--- src/rtl/mem_arb_pkg.sv ---
// Shared types and constants for the unified memory-port arbiter.
// Optional build macro used by the arbiter: MEM_ARB_TIMEOUT_EN.
package mem_arb_pkg;

  typedef enum logic [1:0] {
    IDLE = 2'd0,
    REQ  = 2'd1,
    WAIT = 2'd2,
    RESP = 2'd3
  } arb_state_e;

  // Both arbiter counters (starvation and timeout) share this width,
  // so STARVE_MAX and TIMEOUT_CYC are limited to 1..255.
  typedef logic [7:0] cnt_t;

  localparam logic        OWNER_IF     = 1'b0;
  localparam logic        OWNER_D      = 1'b1;
  localparam logic [31:0] TIMEOUT_DATA = 32'hDEAD_BEEF;
  localparam logic [3:0]  IF_BE        = 4'hF;

  // Increment that sticks at lim instead of wrapping.
  function automatic cnt_t sat_inc(input cnt_t v, input cnt_t lim);
    if (v >= lim) begin
      return lim;
    end else begin
      return v + 8'd1;
    end
  endfunction

endpackage

--- src/rtl/mem_arb_pick.sv ---
// Priority decision between fetch (IF) and data (D) requesters.
// D normally wins; IF is forced once D has won STARVE_MAX times in a row
// while IF was waiting. The starvation count advances on the grant strobe.
module mem_arb_pick
  import mem_arb_pkg::*;
#(
  parameter int STARVE_MAX = 4
) (
  input  logic clk,
  input  logic reset_n,
  input  logic if_req,
  input  logic d_req,
  input  logic grant_stb,
  output logic grant_if,
  output logic grant_d
);

  localparam cnt_t STARVE_LIM = cnt_t'(STARVE_MAX);

  cnt_t starve_cnt_q;
  cnt_t starve_cnt_d;
  logic force_if_s;

  // Winner selection: D first unless IF has been starved long enough.
  always_comb begin
    force_if_s = if_req && (starve_cnt_q == STARVE_LIM);
    grant_d    = d_req && !force_if_s;
    grant_if   = if_req && !grant_d;
  end

  // Starvation count: grows on D wins over a waiting IF, clears otherwise.
  always_comb begin
    starve_cnt_d = starve_cnt_q;
    if (grant_stb) begin
      if (grant_d && if_req) begin
        starve_cnt_d = sat_inc(starve_cnt_q, STARVE_LIM);
      end else begin
        starve_cnt_d = 8'd0;
      end
    end else begin
      starve_cnt_d = starve_cnt_q;
    end
  end

  // Starvation counter register.
  always_ff @(posedge clk or negedge reset_n) begin
    if (!reset_n) begin
      starve_cnt_q <= 8'd0;
    end else begin
      starve_cnt_q <= starve_cnt_d;
    end
  end

endmodule

--- src/rtl/mem_port_arbiter.sv ---
// Arbiter sharing one memory port between instruction fetch and the
// load/store path. One transaction at a time: IDLE -> REQ -> (WAIT) -> RESP.
// Build macro MEM_ARB_TIMEOUT_EN adds an abort after TIMEOUT_CYC cycles in
// REQ/WAIT that answers the owner with TIMEOUT_DATA and pulses arb_err.
module mem_port_arbiter
  import mem_arb_pkg::*;
#(
  parameter int STARVE_MAX  = 4,
  parameter int TIMEOUT_CYC = 255
) (
  input  logic        clk,
  input  logic        reset_n,
  input  logic        if_req,
  input  logic [31:0] if_addr,
  output logic        if_gnt,
  output logic        if_rvalid,
  output logic [31:0] if_rdata,
  input  logic        d_req,
  input  logic        d_we,
  input  logic [31:0] d_addr,
  input  logic [31:0] d_wdata,
  input  logic [3:0]  d_be,
  output logic        d_gnt,
  output logic        d_rvalid,
  output logic [31:0] d_rdata,
  output logic        mem_req,
  output logic        mem_we,
  output logic [31:0] mem_addr,
  output logic [31:0] mem_wdata,
  output logic [3:0]  mem_be,
  input  logic        mem_ack,
  input  logic        mem_rvalid,
  input  logic [31:0] mem_rdata,
  output logic        owner,
  output logic        busy,
  output logic        arb_err
);

  if (STARVE_MAX < 1 || STARVE_MAX > 255 || TIMEOUT_CYC < 1 || TIMEOUT_CYC > 255) begin : g_bad_params
    $error("mem_port_arbiter: STARVE_MAX and TIMEOUT_CYC must be in 1..255");
  end

  arb_state_e  state_q, state_d;
  logic        owner_q, owner_d;
  logic        we_q, we_d;
  logic [31:0] addr_q, addr_d;
  logic [31:0] wdata_q, wdata_d;
  logic [3:0]  be_q, be_d;
  logic [31:0] rdata_q, rdata_d;
  logic        mem_req_q, mem_req_d;
  logic        if_rvalid_q, if_rvalid_d;
  logic        d_rvalid_q, d_rvalid_d;
  logic        busy_q, busy_d;
  logic        arb_err_q, arb_err_d;
  logic        grant_if_s, grant_d_s, grant_stb_s;
  logic        tmo_hit_s, tmo_abort_s;

  assign grant_stb_s = (state_q == IDLE) && (grant_if_s || grant_d_s);
  assign if_gnt      = (state_q == IDLE) && grant_if_s;
  assign d_gnt       = (state_q == IDLE) && grant_d_s;

  mem_arb_pick #(.STARVE_MAX(STARVE_MAX)) u_pick (
    .clk       (clk),
    .reset_n   (reset_n),
    .if_req    (if_req),
    .d_req     (d_req),
    .grant_stb (grant_stb_s),
    .grant_if  (grant_if_s),
    .grant_d   (grant_d_s)
  );

`ifdef MEM_ARB_TIMEOUT_EN
  localparam cnt_t TMO_LAST = cnt_t'(TIMEOUT_CYC - 1);

  cnt_t tmo_cnt_q, tmo_cnt_d;

  // Timeout counter: zero whenever idle, so each REQ entry starts fresh.
  always_comb begin
    tmo_cnt_d = tmo_cnt_q;
    tmo_hit_s = 1'b0;
    case (state_q)
      REQ, WAIT: begin
        tmo_hit_s = (tmo_cnt_q == TMO_LAST);
        tmo_cnt_d = sat_inc(tmo_cnt_q, 8'hFF);
      end
      default: tmo_cnt_d = 8'd0;
    endcase
  end

  // Timeout counter register.
  always_ff @(posedge clk or negedge reset_n) begin
    if (!reset_n) begin
      tmo_cnt_q <= 8'd0;
    end else begin
      tmo_cnt_q <= tmo_cnt_d;
    end
  end
`else
  assign tmo_hit_s = 1'b0;
`endif

  // Transaction sequencing, request latching and next-cycle output values.
  always_comb begin
    state_d     = state_q;
    owner_d     = owner_q;
    we_d        = we_q;
    addr_d      = addr_q;
    wdata_d     = wdata_q;
    be_d        = be_q;
    rdata_d     = rdata_q;
    tmo_abort_s = 1'b0;
    case (state_q)
      IDLE: begin
        if (grant_d_s) begin
          owner_d = OWNER_D;
          we_d    = d_we;
          addr_d  = d_addr;
          wdata_d = d_wdata;
          be_d    = d_be;
          state_d = REQ;
        end else if (grant_if_s) begin
          owner_d = OWNER_IF;
          we_d    = 1'b0;
          addr_d  = if_addr;
          wdata_d = 32'd0;
          be_d    = IF_BE;
          state_d = REQ;
        end else begin
          state_d = IDLE;
        end
      end
      REQ: begin
        if (mem_ack && mem_rvalid) begin
          rdata_d = mem_rdata;
          state_d = RESP;
        end else if (mem_ack) begin
          state_d = WAIT;
        end else if (tmo_hit_s) begin
          rdata_d     = TIMEOUT_DATA;
          tmo_abort_s = 1'b1;
          state_d     = RESP;
        end else begin
          state_d = REQ;
        end
      end
      WAIT: begin
        if (mem_rvalid) begin
          rdata_d = mem_rdata;
          state_d = RESP;
        end else if (tmo_hit_s) begin
          rdata_d     = TIMEOUT_DATA;
          tmo_abort_s = 1'b1;
          state_d     = RESP;
        end else begin
          state_d = WAIT;
        end
      end
      RESP:    state_d = IDLE;
      default: state_d = IDLE;
    endcase
    mem_req_d   = (state_d == REQ);
    if_rvalid_d = (state_d == RESP) && (owner_d == OWNER_IF);
    d_rvalid_d  = (state_d == RESP) && (owner_d == OWNER_D);
    busy_d      = (state_d != IDLE);
    arb_err_d   = tmo_abort_s;
  end

  // State and registered outputs; reset abandons any transaction in flight.
  always_ff @(posedge clk or negedge reset_n) begin
    if (!reset_n) begin
      state_q     <= IDLE;
      owner_q     <= OWNER_IF;
      we_q        <= 1'b0;
      addr_q      <= 32'd0;
      wdata_q     <= 32'd0;
      be_q        <= 4'd0;
      rdata_q     <= 32'd0;
      mem_req_q   <= 1'b0;
      if_rvalid_q <= 1'b0;
      d_rvalid_q  <= 1'b0;
      busy_q      <= 1'b0;
      arb_err_q   <= 1'b0;
    end else begin
      state_q     <= state_d;
      owner_q     <= owner_d;
      we_q        <= we_d;
      addr_q      <= addr_d;
      wdata_q     <= wdata_d;
      be_q        <= be_d;
      rdata_q     <= rdata_d;
      mem_req_q   <= mem_req_d;
      if_rvalid_q <= if_rvalid_d;
      d_rvalid_q  <= d_rvalid_d;
      busy_q      <= busy_d;
      arb_err_q   <= arb_err_d;
    end
  end

  assign mem_req   = mem_req_q;
  assign mem_we    = we_q;
  assign mem_addr  = addr_q;
  assign mem_wdata = wdata_q;
  assign mem_be    = be_q;
  assign owner     = owner_q;
  assign busy      = busy_q;
  assign if_rvalid = if_rvalid_q;
  assign d_rvalid  = d_rvalid_q;
  assign if_rdata  = rdata_q;
  assign d_rdata   = rdata_q;
  assign arb_err   = arb_err_q;

endmodule

--- config.mk ---
export PLATFORM = sky130hd
export DESIGN_NAME = mem_port_arbiter
export DESIGN_NICKNAME = d
export VERILOG_FILES = /design/src/rtl/mem_arb_pkg.sv /design/src/rtl/mem_arb_pick.sv /design/src/rtl/mem_port_arbiter.sv
export SDC_FILE = /design/constraint.sdc
export NUM_CORES = 1
export LEC_CHECK = 0
export ABC_AREA = 1
export CORE_AREA = 4 4 122 124
export DETAILED_ROUTE_END_ITERATION = 8
export DIE_AREA = 0 0 126 128
export GPL_ROUTABILITY_DRIVEN = 0
export HOLD_SLACK_MARGIN = 0.15
export PLACE_DENSITY = 0.85
export REMOVE_ABC_BUFFERS = 1
export SETUP_SLACK_MARGIN = 0.4
export SLEW_MARGIN = 20
export SYNTH_ARGS = -nofsm -noshare
export SYNTH_HDL_FRONTEND = slang
export SYNTH_SLANG_ARGS = --single-unit
--- constraint.sdc ---
create_clock -name clk -period 1.9 [get_ports clk]
set_input_delay 0.38 -clock clk [delete_from_list [all_inputs] [get_ports clk]]
set_output_delay 0.38 -clock clk [all_outputs]
set_load 0.05 [all_outputs]
==> results.cfg <==
[layout]
fin_util = 0.702
drive_gt1_frac = 0.349
n_fill_cell = 1037
area_growth_pct = 77.1
seqCellArea_mm2 = 0.00290
multi_input_area_mm2 = 0.00240
num_antenna_cells = 0
nets = 1122

[drt]
wl_um = 19500
wl_per_cell_um = 16.6
routed-via-count = 5609
drc = 0
firstDrtPassIters = 5
antenna_left = 0
dr.first_iter.drc_count = 294
routed_via_density = 4.78

[logic_synthesis]
yosysSeqAreaShare = 0.532
syn_area_mm2 = 0.00546
syn_avg_cell_area_um2 = 7.84
yosysTopAreaCellShare = 0.532
synth_edf_count = 0
ys_types = 21
synth_warnings = 0
ys_top_cells_by_area = dfrtp_1 (53%), nand2_1 (17%), nand3_1 (9.2%), inv_1 (5.9%), buf_4 (4.7%)
ys_ff_latch = 116
synth_compound_area_frac = 0.0383
yosys.area.top_type = dfrtp_1
synth_mux_area_frac = 0
synth_top_family_by_area = simple AND/OR/NAND/NOR gates
synthSimpleGateAreaFrac = 0.282
synth_fa_ha_area_frac = 0.00459
synth_xor_area_frac = 0
synth_ff_type = dfrtp_1
synth_common_cells = nand2_1 (250), dfrtp_1 (116), nand3_1 (100)
synthArstFlopShare = 1.00
synth_cells = 696
synth.most_common_cell = nand2_1

[clock_tree]
cts.sink_count = 116
clock_latency_ps = 410
root_buffer = clkbuf_16
cts_buffers = 17
cts_tree = built
htree_levels = 4
cts_buffer_depth = 2
path_clk_slew_ps = 60

[floorplanning]
fp-row-count = 43
die_h_um = 128
start_util = 0.396
io-pin-count = 280
core_area_mm2 = 0.0138
die_w_um = 126
dieArea_mm2 = 0.0161

[global_route]
grt_pass1_vias = 5622
grt_pass1_wl_um = 29900
gr-total-overflow = 0
grt_max_degree = 50
grt_usage = 0.234
grt_antenna_before_repair = 0

[setup_path]
worstPathRequired_ps = 2190
crit_type = reg -> reg
critical-path-top-delay-family = buffers and inverters
crit_arrival_ps = 2410
path_buf_inv = 9
critPathCaptureType = flop
crit_path_cell_trace = inv_1 > ha_2 > nand2_2 > buf_6 > buf_6 > buf_6 > buf_6 > buf_6 > nor2_4 > nand2_4 > nand2_8 > buf_6 > buf_12 > buf_16 > o21ai_2
critical_path_peak_fanout = 7
cpMaxStageDelayCell = dfrtp_1
start_kind = flop
cpPeakStageDelay_ps = 390
crit_top_cell = buf_6

[power_and_ir_drop]
powerDensity_mw_per_mm2 = 1930
ir_drop_uv = 1710
p_total_mw = 18.7
p_leak_nw = 5.06

[sta]
hold_viol = 0
setup_viol = 74
skew_ps = 8.68
setup_ws_ps = -212
fin_crit_ps = 2110
grt_setup_unrepaired = true
slew_viol_final = 0
finalCritPeriodShare = 1.11
fmax_mhz = 473

[placement]
dp.final_hpwl_um = 12300
dp_worst_setup_slack_ps = -67.6
portBuffers = 278

[status]
status = finished, violations left
violations = setup timing

[run]
drv_cap = 0

[hold_path]
hold_path_class = in -> async
[through the flow]
step	instance area, um^2	TNS (ps)	hold WS, ps	std cells
3_5_place_dp	8110	-384	303	1108
5_1_grt	9670	-17180	448	1174
3_3_place_gp	8110	-172	306	1108
2_1_floorplan	5020	-94050	84.4	624
4_1_cts	9470	-6730	424	1170
6_report	9670	-12220	430	1174
[cell families (layout without fill, tap and decap cells)]
| kind of cell | after synthesis | after routing |
|---|---|---|
| other cells | 1 | 1 |
| buf+inv | 163 | 461 |
| flops | 116 | 116 |
| fa+ha+maj | 2 | 2 |
| simple gates | 374 | 374 |
| compound gates | 40 | 40 |
[cell usage in the layout (no fill, tap or decap), types with 2 or more instances in the layout]
cell type / synthesis / layout
buf_4: 34 / 117
clkbuf_4: 0 / 2
nand2_2: 1 / 7
nand2_1: 250 / 213
clkinv_2: 0 / 4
clkdlybuf4s50_1: 0 / 137
nand4_1: 3 / 3
nand3_1: 100 / 68
nor2_2: 0 / 2
nor2_1: 19 / 16
clkinvlp_4: 0 / 3
o21ai_4: 0 / 2
clkbuf_8: 0 / 3
buf_16: 0 / 8
buf_6: 2 / 15
inv_1: 86 / 85
dfrtp_1: 116 / 116
inv_2: 5 / 5
o21ai_2: 1 / 31
nand3_2: 0 / 32
bufinv_16: 0 / 2
nand2_4: 0 / 30
clkbuf_16: 0 / 17
buf_12: 0 / 17
buf_2: 17 / 41
clkbuf_1: 16 / 3
o22ai_4: 0 / 4
[path summary, 6_finish.rpt]
path | from | endpoint | slack, ps | cells after the start
min | reset_n | d_rdata[3] | 430 | 2
max in group asynchronous | reset_n | mem_addr[27] | 890 | 3
min reg2reg | mem_addr[12] | mem_addr[12] | 470 | 2
max | u_pick.starve_cnt_q[0] | mem_wdata[8] | -210 | 15
min in group clk | mem_addr[12] | mem_addr[12] | 470 | 2
max reg2reg | u_pick.starve_cnt_q[0] | mem_wdata[8] | -210 | 15
[flip-flops by register name, indices dropped and copies added (netlist names)]
signal and cells:
d_rvalid 1, d_rdata 32, mem_req 1, owner 1, u_pick.starve_cnt_q 8, state_q 2
mem_be 4, if_rvalid 1, mem_we 1, mem_addr 32, busy 1, mem_wdata 32
[routing by layer]
metal | up-vias | share of wire | track usage
met5 | - | 0 | 0
met2 | 178 | 0.54 | 0.405
li1 | 2678 | - | -
met3 | 36 | 0.044 | 0.0492
met4 | 0 | 0.024 | 0.0915
met1 | 2717 | 0.39 | 0.288
[layout make-up]
cell class	count	share of cell area
repair buffers	338	0.332
multi-input cells	417	0.249
clock inverters	9	0.0106
clock buffers	23	0.0494
well taps	180	0.0233
flip-flops and latches	116	0.300
inverters	91	0.0356
[what timing repair did]
action / in CTS / in global routing
pin swaps: 21 / 25
hold buffers: 1 / 0
hold endpoints to repair: 20 / 0
gates resized for setup: 382 / 38
setup buffers: 21 / 4
gates cloned: 8 / 0
setup endpoints to repair: 116 / 101
[where the power goes]
part           switching (mW)  internal, mW
clock                    1.09          2.02
sequential              0.771          3.61
combinational            7.85          3.31
total                    9.71          8.94
No activity file was read; power rests on OpenSTA's default activity.
